**config.mk**
```make
export PLATFORM = sky130hd
export DESIGN_NAME = ri_cpu_mc_flat
export DESIGN_NICKNAME = d
export VERILOG_FILES = /design/src/rtl/ri_cpu_mc_if.sv /design/src/rtl/ri_cpu_mc.sv /design/src/flat_wrapper.sv
export SDC_FILE = /design/constraint.sdc
export NUM_CORES = 2
export LEC_CHECK = 0
export CAP_MARGIN = 20
export CORE_ASPECT_RATIO = 0.6
export CORE_MARGIN = 5
export CORE_UTILIZATION = 34
export DETAILED_ROUTE_END_ITERATION = 10
export PLACE_DENSITY = 0.58
export SETUP_SLACK_MARGIN = 0.05
export SYNTH_ARGS = -nofsm -noshare
export SYNTH_HDL_FRONTEND = slang
export SYNTH_SLANG_ARGS = --single-unit
```
**constraint.sdc**
```tcl
create_clock -name clk -period 4.8 [get_ports clk]
set_input_delay 0.96 -clock clk [delete_from_list [all_inputs] [get_ports clk]]
set_output_delay 0.96 -clock clk [all_outputs]
set_load 0.02 [all_outputs]
```
**src/rtl/ri_cpu_mc_if.sv**
```systemverilog
// Instruction-fetch bus between the multi-cycle core and its instruction memory.
// The core holds the request and word address steady until the memory answers
// with valid data.
interface ri_cpu_mc_if #(
    parameter int IMEM_AW = 6
);
    logic               imem_req;
    logic [IMEM_AW-1:0] imem_addr;
    logic [31:0]        imem_rdata;
    logic               imem_valid;

    modport master (
        output imem_req,
        output imem_addr,
        input  imem_rdata,
        input  imem_valid
    );

    modport slave (
        input  imem_req,
        input  imem_addr,
        output imem_rdata,
        output imem_valid
    );
endinterface

```
**src/rtl/ri_cpu_mc.sv**
```systemverilog
// Multi-cycle MIPS-style R/I-type ALU core.
// Each instruction goes IF -> ID -> EX -> WB. An illegal instruction parks the
// core in HALT until reset. The debug port reads the register file
// combinationally and sees a same-cycle WB write (write-first).
module ri_cpu_mc #(
    parameter int              PC_W     = 32,
    parameter int              IMEM_AW  = 6,
    parameter logic [PC_W-1:0] RESET_PC = '0
) (
    input  logic              clk,
    input  logic              rst,
    ri_cpu_mc_if.master       imem,
    output logic [PC_W-1:0]   pc,
    output logic [31:0]       inst_code,
    output logic [31:0]       alu_f,
    output logic              fr_zf,
    output logic              fr_of,
    output logic              retire,
    output logic              halt,
    input  logic [4:0]        dbg_addr,
    output logic [31:0]       dbg_data
);

    typedef enum logic [2:0] {S_IF, S_ID, S_EX, S_WB, S_HALT} state_t;
    typedef enum logic [2:0] {OP_AND, OP_OR, OP_XOR, OP_NOR,
                              OP_ADD, OP_SUB, OP_SLT, OP_SLL} alu_op_t;

    state_t          state_reg;
    logic [PC_W-1:0] pc_reg;
    logic [31:0]     ir_reg;
    logic [31:0]     a_reg;
    logic [31:0]     b_reg;
    alu_op_t         op_reg;
    logic [4:0]      dest_reg;
    logic [31:0]     alu_f_reg;
    logic            zf_reg;
    logic            of_reg;
    logic            halt_reg;

    // Architectural registers $1..$31; $0 is not stored and always reads zero.
    logic [31:0]     rf [1:31];

    logic            wr_en;
    logic [31:0]     rs_val;
    logic [31:0]     rt_val;
    logic            dec_legal;
    alu_op_t         dec_op;
    logic [31:0]     dec_a;
    logic [31:0]     dec_b;
    logic [4:0]      dec_dest;
    logic [31:0]     alu_res;
    logic            alu_ovf;

    // Field aliases of the instruction register.
    logic [5:0]      opcode;
    logic [5:0]      func;
    logic [4:0]      rs;
    logic [4:0]      rt;
    logic [4:0]      rd;
    logic [4:0]      shamt;
    logic [15:0]     imm;

    assign opcode = ir_reg[31:26];
    assign rs     = ir_reg[25:21];
    assign rt     = ir_reg[20:16];
    assign rd     = ir_reg[15:11];
    assign shamt  = ir_reg[10:6];
    assign func   = ir_reg[5:0];
    assign imm    = ir_reg[15:0];

    // A reset in the WB cycle suppresses both the write and the retire pulse.
    assign wr_en = (state_reg == S_WB) && !rst && (dest_reg != 5'd0);

    // Register-file write port: one register per generate slot.
    genvar gi;
    generate
        for (gi = 1; gi < 32; gi++) begin : g_rf
            // Register gi clears on reset and takes the WB result when addressed.
            always_ff @(posedge clk) begin
                if (rst) begin
                    rf[gi] <= '0;
                end else if (wr_en && (dest_reg == 5'(gi))) begin
                    rf[gi] <= alu_f_reg;
                end
            end
        end
    endgenerate

    // Register-file read ports: rs/rt for decode, write-first debug port.
    always_comb begin
        rs_val   = (rs == 5'd0) ? 32'd0 : rf[rs];
        rt_val   = (rt == 5'd0) ? 32'd0 : rf[rt];
        dbg_data = 32'd0;
        if (dbg_addr != 5'd0) begin
            if (wr_en && (dbg_addr == dest_reg)) begin
                dbg_data = alu_f_reg;
            end else begin
                dbg_data = rf[dbg_addr];
            end
        end
    end

    // Decode the instruction register into ALU op, operands and destination.
    always_comb begin
        dec_legal = 1'b1;
        dec_op    = OP_ADD;
        dec_dest  = rt;
        dec_a     = rs_val;
        dec_b     = {{16{imm[15]}}, imm};
        case (opcode)
            6'b000000: begin
                dec_dest = rd;
                dec_b    = rt_val;
                case (func)
                    6'b100000: dec_op = OP_ADD;
                    6'b100010: dec_op = OP_SUB;
                    6'b100100: dec_op = OP_AND;
                    6'b100101: dec_op = OP_OR;
                    6'b100110: dec_op = OP_XOR;
                    6'b100111: dec_op = OP_NOR;
                    6'b101010: dec_op = OP_SLT;
                    6'b000000: begin
                        // sll shifts rt, so rt moves to the A side and shamt to B.
                        dec_op = OP_SLL;
                        dec_a  = rt_val;
                        dec_b  = {27'd0, shamt};
                    end
                    default:   dec_legal = 1'b0;
                endcase
            end
            6'b001000: dec_op = OP_ADD;
            6'b001010: dec_op = OP_SLT;
            6'b001100: begin dec_op = OP_AND; dec_b = {16'd0, imm}; end
            6'b001101: begin dec_op = OP_OR;  dec_b = {16'd0, imm}; end
            6'b001110: begin dec_op = OP_XOR; dec_b = {16'd0, imm}; end
            default:   dec_legal = 1'b0;
        endcase
    end

    // ALU: result and signed overflow (overflow only meaningful for add/sub).
    always_comb begin
        alu_res = 32'd0;
        alu_ovf = 1'b0;
        case (op_reg)
            OP_AND: alu_res = a_reg & b_reg;
            OP_OR:  alu_res = a_reg | b_reg;
            OP_XOR: alu_res = a_reg ^ b_reg;
            OP_NOR: alu_res = ~(a_reg | b_reg);
            OP_ADD: begin
                alu_res = a_reg + b_reg;
                alu_ovf = (a_reg[31] == b_reg[31]) && (alu_res[31] != a_reg[31]);
            end
            OP_SUB: begin
                alu_res = a_reg - b_reg;
                alu_ovf = (a_reg[31] != b_reg[31]) && (alu_res[31] != a_reg[31]);
            end
            OP_SLT: alu_res = {31'd0, $signed(a_reg) < $signed(b_reg)};
            OP_SLL: alu_res = a_reg << b_reg[4:0];
            default: alu_res = 32'd0;
        endcase
    end

    // Control FSM with its datapath registers; reset overrides every state.
    always_ff @(posedge clk) begin
        if (rst) begin
            state_reg <= S_IF;
            pc_reg    <= RESET_PC;
            ir_reg    <= '0;
            a_reg     <= '0;
            b_reg     <= '0;
            op_reg    <= OP_AND;
            dest_reg  <= '0;
            alu_f_reg <= '0;
            zf_reg    <= 1'b0;
            of_reg    <= 1'b0;
            halt_reg  <= 1'b0;
        end else begin
            case (state_reg)
                S_IF: begin
                    if (imem.imem_valid) begin
                        ir_reg    <= imem.imem_rdata;
                        pc_reg    <= pc_reg + PC_W'(4);
                        state_reg <= S_ID;
                    end
                end
                S_ID: begin
                    if (!dec_legal) begin
                        halt_reg  <= 1'b1;
                        state_reg <= S_HALT;
                    end else begin
                        a_reg     <= dec_a;
                        b_reg     <= dec_b;
                        op_reg    <= dec_op;
                        dest_reg  <= dec_dest;
                        state_reg <= S_EX;
                    end
                end
                S_EX: begin
                    alu_f_reg <= alu_res;
                    zf_reg    <= (alu_res == 32'd0);
                    of_reg    <= alu_ovf;
                    state_reg <= S_WB;
                end
                S_WB:    state_reg <= S_IF;
                S_HALT:  state_reg <= S_HALT;
                default: state_reg <= S_IF;
            endcase
        end
    end

    // Request and retire are gated by rst so neither shows during a reset cycle.
    assign imem.imem_req  = (state_reg == S_IF) && !rst;
    assign imem.imem_addr = pc_reg[IMEM_AW+1:2];
    assign retire         = (state_reg == S_WB) && !rst;
    assign pc             = pc_reg;
    assign inst_code      = ir_reg;
    assign alu_f          = alu_f_reg;
    assign fr_zf          = zf_reg;
    assign fr_of          = of_reg;
    assign halt           = halt_reg;

endmodule

```
**src/flat_wrapper.sv**
```systemverilog
// flat-port wrapper written by rule: the top's interface ports become plain ports
module ri_cpu_mc_flat 
#(
    parameter int              PC_W     = 32,
    parameter int              IMEM_AW  = 6,
    parameter logic [PC_W-1:0] RESET_PC = '0
)
  (clk, rst, pc, inst_code, alu_f, fr_zf, fr_of, retire, halt, dbg_addr, dbg_data, imem_imem_req, imem_imem_addr, imem_imem_rdata, imem_imem_valid);
  ri_cpu_mc_if #(.IMEM_AW(IMEM_AW)) imem_i ();
  input  logic clk;
  input  logic rst;
  output logic [PC_W-1:0] pc;
  output logic [31:0] inst_code;
  output logic [31:0] alu_f;
  output logic fr_zf;
  output logic fr_of;
  output logic retire;
  output logic halt;
  input  logic [4:0] dbg_addr;
  output logic [31:0] dbg_data;
  output wire logic [$bits(imem_i.imem_req)-1:0] imem_imem_req;
  output wire logic [$bits(imem_i.imem_addr)-1:0] imem_imem_addr;
  input wire logic [$bits(imem_i.imem_rdata)-1:0] imem_imem_rdata;
  input wire logic [$bits(imem_i.imem_valid)-1:0] imem_imem_valid;
  assign imem_imem_req = imem_i.imem_req;
  assign imem_imem_addr = imem_i.imem_addr;
  assign imem_i.imem_rdata = imem_imem_rdata;
  assign imem_i.imem_valid = imem_imem_valid;
  ri_cpu_mc #(.PC_W(PC_W), .IMEM_AW(IMEM_AW), .RESET_PC(RESET_PC)) u_core (.clk(clk), .rst(rst), .imem(imem_i), .pc(pc), .inst_code(inst_code), .alu_f(alu_f), .fr_zf(fr_zf), .fr_of(fr_of), .retire(retire), .halt(halt), .dbg_addr(dbg_addr), .dbg_data(dbg_data));
endmodule
```
==> impl_metrics.prom <==
# TYPE chip_impl_metric gauge
chip_impl_metric{name="number_of_antenna_violations_at_the_first_check_in_global_routing",unit=""} 45
chip_impl_metric{name="drive_gt1_frac",unit=""} 0.238
chip_impl_info{name="cpMostUsedCell",value="sky130_fd_sc_hd__buf_4"} 1
chip_impl_metric{name="largest_register_ff_count",unit=""} 992
chip_impl_metric{name="maximum_vdd_drop",unit="V"} 0.000305
chip_impl_metric{name="route.detailed.drc",unit=""} 0
chip_impl_metric{name="yosys.area.top_type_share",unit=""} 0.391
chip_impl_metric{name="synth_sequential_area_ratio",unit=""} 0.438
chip_impl_info{name="run_status",value="finished clean"} 1
chip_impl_metric{name="maxCapViolCount",unit=""} 0
chip_impl_metric{name="met3_length",unit="mm"} 62.2
chip_impl_metric{name="clk_latency",unit="ns"} 0.76
chip_impl_info{name="min-delay-path-class",value="in2reg"} 1
chip_impl_info{name="synth-main-ff-cell",value="sky130_fd_sc_hd__edfxtp_1"} 1
chip_impl_info{name="max_flop_register",value="u_core.rf"} 1
chip_impl_metric{name="ant_nets",unit=""} 0
chip_impl_metric{name="syn-mean-instance-area",unit="um2"} 12.3
chip_impl_metric{name="worst-path-max-fanout",unit=""} 19
chip_impl_info{name="synth_top_area_cell",value="sky130_fd_sc_hd__edfxtp_1"} 1
chip_impl_metric{name="final.min_clock_period",unit="ns"} 4.77
chip_impl_metric{name="synth_async_sr_flop_share",unit=""} 0
chip_impl_metric{name="io_pins",unit=""} 179
chip_impl_metric{name="r2r.worst_path.cells",unit=""} 13
chip_impl_info{name="timing.critical_path.to_type",value="output pin"} 1
chip_impl_metric{name="postCtsSetupRepairBufs",unit=""} 0
chip_impl_metric{name="portBuffers",unit=""} 176
chip_impl_metric{name="max_freq",unit="GHz"} 0.210
chip_impl_info{name="critPathSlowestCell",value="sky130_fd_sc_hd__a21oi_2"} 1
chip_impl_info{name="min_to",value="u_core.inst_code[12]$_SDFFE_PP0P_"} 1
chip_impl_metric{name="die_h",unit="um"} 377
chip_impl_metric{name="grt_start_max_net_pins",unit=""} 78
chip_impl_info{name="crit_path_cell_trace",value="or2_2, nor3_4, nor3_1, a21oi_1, nor4_1, buf_4, nand3_4, buf_6, nand3_1, a21oi_2, buf_4"} 1
chip_impl_metric{name="routed_wire_length_per_instance",unit="um"} 37.2
chip_impl_metric{name="design.core.area",unit="um2"} 223000
chip_impl_metric{name="detail_route.wirelength",unit="mm"} 350
chip_impl_metric{name="cts.sink_count",unit=""} 1174
chip_impl_metric{name="number_of_global_route_vias_before_repair",unit=""} 57300
chip_impl_metric{name="yosys.cell_types.count",unit=""} 91
chip_impl_metric{name="setup.reg_to_reg.worst_slack",unit="ns"} 0.12
chip_impl_metric{name="synth_area",unit="um2"} 76300
chip_impl_info{name="setup.worst_path.start_class",value="flop"} 1
chip_impl_info{name="cts-root-buf",value="sky130_fd_sc_hd__clkbuf_16"} 1
chip_impl_info{name="netlist_top_cells_area",value="sky130_fd_sc_hd__edfxtp_1 (39%), sky130_fd_sc_hd__mux4_2 (22%), sky130_fd_sc_hd__and2_1 (8.2%)"} 1
chip_impl_metric{name="hold_viol_final",unit=""} 0
chip_impl_info{name="commonest_cells_in_the_netlist",value="sky130_fd_sc_hd__and2_1 (999), sky130_fd_sc_hd__edfxtp_1 (992), sky130_fd_sc_hd__mux4_2 (741), sky130_fd_sc_hd__clkbuf_1 (481), sky130_fd_sc_hd__nor2_1 (427)"} 1
chip_impl_metric{name="syn_to_final_growth",unit="%"} 14.6
chip_impl_metric{name="min_period_over_period",unit=""} 0.993
chip_impl_metric{name="hpwl_after_detailed_placement",unit="mm"} 229
chip_impl_metric{name="power-per-cell-area",unit="nW/um2"} 330
chip_impl_info{name="setup.worst_path.class",value="reg2out"} 1
chip_impl_info{name="synth.most_common_cell",value="sky130_fd_sc_hd__and2_1"} 1
chip_impl_metric{name="timing.final.setup_violations",unit=""} 0
chip_impl_metric{name="hold_path_depth",unit=""} 2
chip_impl_info{name="min_delay_startpoint",value="rst"} 1
chip_impl_metric{name="grt_overflow",unit=""} 0
chip_impl_metric{name="worst-endpoint-arrival",unit="ns"} 3.81
chip_impl_metric{name="numCtsBuffers",unit=""} 113
chip_impl_metric{name="design.die.area",unit="um2"} 234000
chip_impl_metric{name="wl_met2",unit="mm"} 134
chip_impl_info{name="regToRegEndpoint",value="u_core.fr_zf$_SDFFE_PP0P_"} 1
chip_impl_metric{name="core.rowCount",unit=""} 134
chip_impl_metric{name="die_x",unit="um"} 621
chip_impl_metric{name="routed_via_density",unit=""} 6.56
chip_impl_metric{name="num-nets-final",unit=""} 6437
chip_impl_info{name="highest_routed_layer",value="met5"} 1
chip_impl_metric{name="cp_data_required_time",unit="ns"} 3.84
chip_impl_metric{name="grt_util_all_layers",unit=""} 0.289
chip_impl_metric{name="finish.utilization",unit=""} 0.392
chip_impl_metric{name="start_util",unit=""} 0.342
chip_impl_metric{name="edff_count_synth",unit=""} 992
chip_impl_metric{name="clock_path_buffers",unit=""} 3
chip_impl_metric{name="placed_instances",unit=""} 9161
chip_impl_metric{name="synth_cells",unit=""} 6221
chip_impl_metric{name="global_route_wire_length_before_repair",unit="mm"} 477
chip_impl_metric{name="leakage",unit="nW"} 30.2
chip_impl_metric{name="fin_setup_tns",unit="ns"} 0
chip_impl_info{name="tritoncts",value="done"} 1
chip_impl_metric{name="post_layout_nonfiller_instances",unit=""} 9405
chip_impl_metric{name="yosys_warnings",unit=""} 0
chip_impl_metric{name="layout.filler_cells",unit=""} 21000
chip_impl_metric{name="timing.critical_path.slowest_cell_delay",unit="ns"} 0.42
chip_impl_metric{name="overall_power_of_the_completed_layout",unit="mW"} 28.9
chip_impl_metric{name="slew_viol_final",unit=""} 0
chip_impl_metric{name="dr.first_iter.drc_count",unit=""} 12500
chip_impl_metric{name="yosys_register_bits",unit=""} 1174
chip_impl_metric{name="final_weighted_congestion_in_routability_driven_placement",unit=""} 1.03
chip_impl_info{name="reg2reg_from",value="u_core.op_reg[2]$_SDFFE_PP0P_"} 1
chip_impl_info{name="rsz0062_at_grt",value="no"} 1
chip_impl_metric{name="timing.max_slew.rel_slack",unit=""} 0.165
chip_impl_metric{name="timing_worst_slew_pin_value",unit="ns"} 1.25
chip_impl_metric{name="timing.clock.skew",unit="ns"} 0.0280
chip_impl_metric{name="wirelength_met1",unit="mm"} 140
chip_impl_metric{name="hold_buffers",unit=""} 0
chip_impl_metric{name="num_vias",unit=""} 61700
chip_impl_metric{name="clk_pin_slew",unit="ns"} 0.07
chip_impl_metric{name="first_pass_iters",unit=""} 8
chip_impl_metric{name="cts.htree.levels",unit=""} 3
==> cell type report <==
| type | instances | area (um2) | share of cell area |
|---|---|---|---|
| repair buffers | 586 | 5670 | 0.0649 |
| multi-input cells | 4309 | 40400 | 0.462 |
| clock inverters | 66 | 656 | 0.00750 |
| clock buffers | 147 | 3060 | 0.0350 |
| flip-flops and latches | 1174 | 33500 | 0.383 |
| inverters | 101 | 379 | 0.00434 |
| diodes | 30 | 75.1 | 0.000859 |
| well taps | 2992 | 3740 | 0.0428 |
==> worst max-delay path: cells and delay by family (launching register included) <==
family	cells	cell delay [ns]
buffers and inverters	3	0.74
AND/OR/NAND/NOR	6	1.35
flip-flops	1	0.31
AO/OA/AOI/OAI	2	0.60
==> how the worst max path moves through the flow <==
stage | start | to | slack, ns
finish | u_core.dest_reg[0]$_SDFFE_PP0P_ | dbg_data[0] | 0.03
global placement | dbg_addr[0] | dbg_data[0] | 0.20
floorplan | dbg_addr[0] | dbg_data[14] | 0.42
global route | u_core.dest_reg[0]$_SDFFE_PP0P_ | dbg_data[13] | 0.06
detailed placement | dbg_addr[0] | dbg_data[0] | 0.20
CTS | u_core.dest_reg[0]$_SDFFE_PP0P_ | dbg_data[23] | 0.06
==> routing by layer <==
metal / vias to the layer above / track usage
met2: 5771 / 0.371
met5: - / 0
met4: 10 / 0.0946
met3: 741 / 0.133
li1: 23900 / -
met1: 31300 / 0.421
==> power breakdown <==
| part | internal [mW] | leakage [nW] | switching [mW] |
|---|---|---|---|
| combinational | 2.86 | 16.6 | 4.57 |
| clock | 5.06 | 1.83 | 4.43 |
| sequential | 11.4 | 11.7 | 0.561 |
==> cell usage in the layout, fill, tap and decap left out, types with 35 or more instances in the layout <==
cell / instances
sky130_fd_sc_hd__and2_1: 998
sky130_fd_sc_hd__edfxtp_1: 992
sky130_fd_sc_hd__mux4_2: 741
sky130_fd_sc_hd__nor2_1: 392
sky130_fd_sc_hd__buf_4: 365
sky130_fd_sc_hd__mux2i_1: 363
sky130_fd_sc_hd__a21oi_1: 318
sky130_fd_sc_hd__nand2_1: 289
sky130_fd_sc_hd__a211oi_1: 168
sky130_fd_sc_hd__dfxtp_1: 166
sky130_fd_sc_hd__clkdlybuf4s50_1: 144
sky130_fd_sc_hd__clkbuf_16: 116
sky130_fd_sc_hd__ha_1: 110
sky130_fd_sc_hd__o21ai_0: 105
sky130_fd_sc_hd__inv_1: 91
sky130_fd_sc_hd__buf_12: 69
sky130_fd_sc_hd__o22ai_1: 61
sky130_fd_sc_hd__nand3_1: 55
sky130_fd_sc_hd__o221ai_1: 52
sky130_fd_sc_hd__a221oi_1: 48
sky130_fd_sc_hd__xor2_1: 46
sky130_fd_sc_hd__nor3_1: 35
==> what timing repair did <==
item | in CTS | in global routing
endpoints found under the setup margin | 32 | 6
pin swaps | 0 | 0
resized for setup | 16 | 10
endpoints found under the hold margin | 0 | 0
==> stage by stage <==
| step | hold slack (ns) | worst slack [ns] | instance area (um2) |
|---|---|---|---|
| 3_3_place_gp | 0.460 | 0.199 | 83500 |
| 3_5_place_dp | 0.458 | 0.201 | 83500 |
| 6_report | 0.429 | 0.0348 | 87400 |
| 5_1_grt | 0.408 | 0.0558 | 87400 |
| 2_1_floorplan | 0.488 | 0.420 | 76300 |
| 4_1_cts | 0.395 | 0.0585 | 87300 |
==> logic make-up (layout without fill, tap and decap cells) <==
logic type | count (synthesis) | in the layout | synth area share
buffers and inverters | 739 | 900 | 0.0379
other | 1 | 32 | 0.0000492
muxes | 1136 | 1136 | 0.271
xor gates and xnor gates | 74 | 74 | 0.00850
and+or+nand+nor | 1978 | 1978 | 0.138
AOI/OAI and AO/OA | 1007 | 1007 | 0.0868
DFF | 1174 | 1174 | 0.438
adders and majority gates | 112 | 112 | 0.0186
No activity file was read; power rests on OpenSTA's default activity.
==> edit: new RTL, config.mk and constraints unchanged <==
`IMEM_AW` is set to 6 in 3 places; all go to 4.
--- a/src/rtl/ri_cpu_mc_if.sv
+++ b/src/rtl/ri_cpu_mc_if.sv
@@ -3,5 +3,5 @@
 // with valid data.
 interface ri_cpu_mc_if #(
-    parameter int IMEM_AW = 6
+    parameter int IMEM_AW = 4
 );
     logic               imem_req;
--- a/src/rtl/ri_cpu_mc.sv
+++ b/src/rtl/ri_cpu_mc.sv
@@ -5,5 +5,5 @@
 module ri_cpu_mc #(
     parameter int              PC_W     = 32,
-    parameter int              IMEM_AW  = 6,
+    parameter int              IMEM_AW  = 4,
     parameter logic [PC_W-1:0] RESET_PC = '0
 ) (
--- a/src/flat_wrapper.sv
+++ b/src/flat_wrapper.sv
@@ -3,5 +3,5 @@
 #(
     parameter int              PC_W     = 32,
-    parameter int              IMEM_AW  = 6,
+    parameter int              IMEM_AW  = 4,
     parameter logic [PC_W-1:0] RESET_PC = '0
 )
Ports: changed (resized imem_imem_addr); port bits go from 179 to 177. No check against the original RTL was run, so the function may have changed too.
==> edit against the unedited design <==
Power is 2.5% higher. Largest cell class unchanged. Clock skew rose by 0.039 ns. Area after synthesis about the same. Setup slack improved by 0.018 ns. Routed wire length is 0.94% higher. Core utilization grew 0.32 points. Critical endpoint is now u_core.fr_zf$_SDFFE_PP0P_. Sequential cell count stayed put. Final area rose by 0.73%.
==> edit: results <==
set metrics [dict create \
    hp-class "reg2reg" \
    clk-insertion-delay-late_ns 0.80 \
    seq_cell_count 1174 \
    drt_iter0_drc 12070 \
    met1Wirelength_um 143300 \
    r2r_cells 14 \
    crit_path_start "u_core.a_reg[18]$_SDFFE_PP0P_" \
    crit_fanout 8 \
    hold-path-endpoint "u_core.fr_of$_SDFFE_PP0P_" \
    met2_usage_pct 37.55 \
    fin_skew_ns 0.06663 \
    leakagePower_nw 30.48 \
    buf_share_pct 6.699 \
    outcome "completed" \
    power_clock_mw 10.2 \
    nets 6478 \
    clock_area_share_pct 4.655 \
    grt.total_usage_pct 29.06 \
    first_global_vias 57080 \
    num-nonclk-buffers 625 \
    nClkBuffers 137 \
    met3_length_um 60630 \
    hp-start "u_core.fr_of$_SDFFE_PP0P_" \
    irDropWorstVdd_uv 286.8 \
    critPathArrivalTime_ns 5.49 \
    antenna_found_initial 37 \
    dp_hpwl_um 234600 \
    switching_share_pct 32.82 \
    portBuffers 174 \
    post_cts_resized 6 \
    grt_pass1_wl_um 480000 \
    grt.met3_usage_pct 13.31 \
    synth_area_leaders "edfxtp_1 (39%), mux4_2 (22%), and2_1 (8.2%)" \
    grt_start_max_net_pins 149 \
    yosysSeqAreaShare_pct 43.85 \
    finalWeightedCongestion 1.011 \
    crit_slowest_cell "dfxtp_1" \
]
## edit: cell types whose count changed after synthesis
| cell | delta |
|---|---|
| buf_4 | -2 |
## edit: metrics by stage
stage	hold slack [ns]	worst slack [ns]	setup TNS, ns	std cells	area, µm²
after global placement	0.4718	-0.05079	-0.05079	9200	83750
after global routing	0.4883	0.06434	0	9434	87940
after floorplan	0.4883	0.4200	0	6220	76250
after CTS	0.4787	0.08918	0	9419	87880
final	0.4710	0.05229	0	9482	88060
after detailed placement	0.4701	0.1058	0	9200	83750
## edit: logic make-up (layout without fill, tap and decap cells)
family | count (synthesis) | after routing | synth area share [%]
AND/OR/NAND/NOR | 1978 | 1978 | 13.83
flip-flops | 1174 | 1174 | 43.85
multiplexers | 1136 | 1136 | 27.16
AO/OA/AOI/OAI | 1007 | 1007 | 8.681
buffers and inverters | 737 | 945 | 3.776
adder cells (fa/ha/maj) | 112 | 112 | 1.858
XOR/XNOR | 74 | 74 | 0.8500
other | 1 | 64 | 0.004918
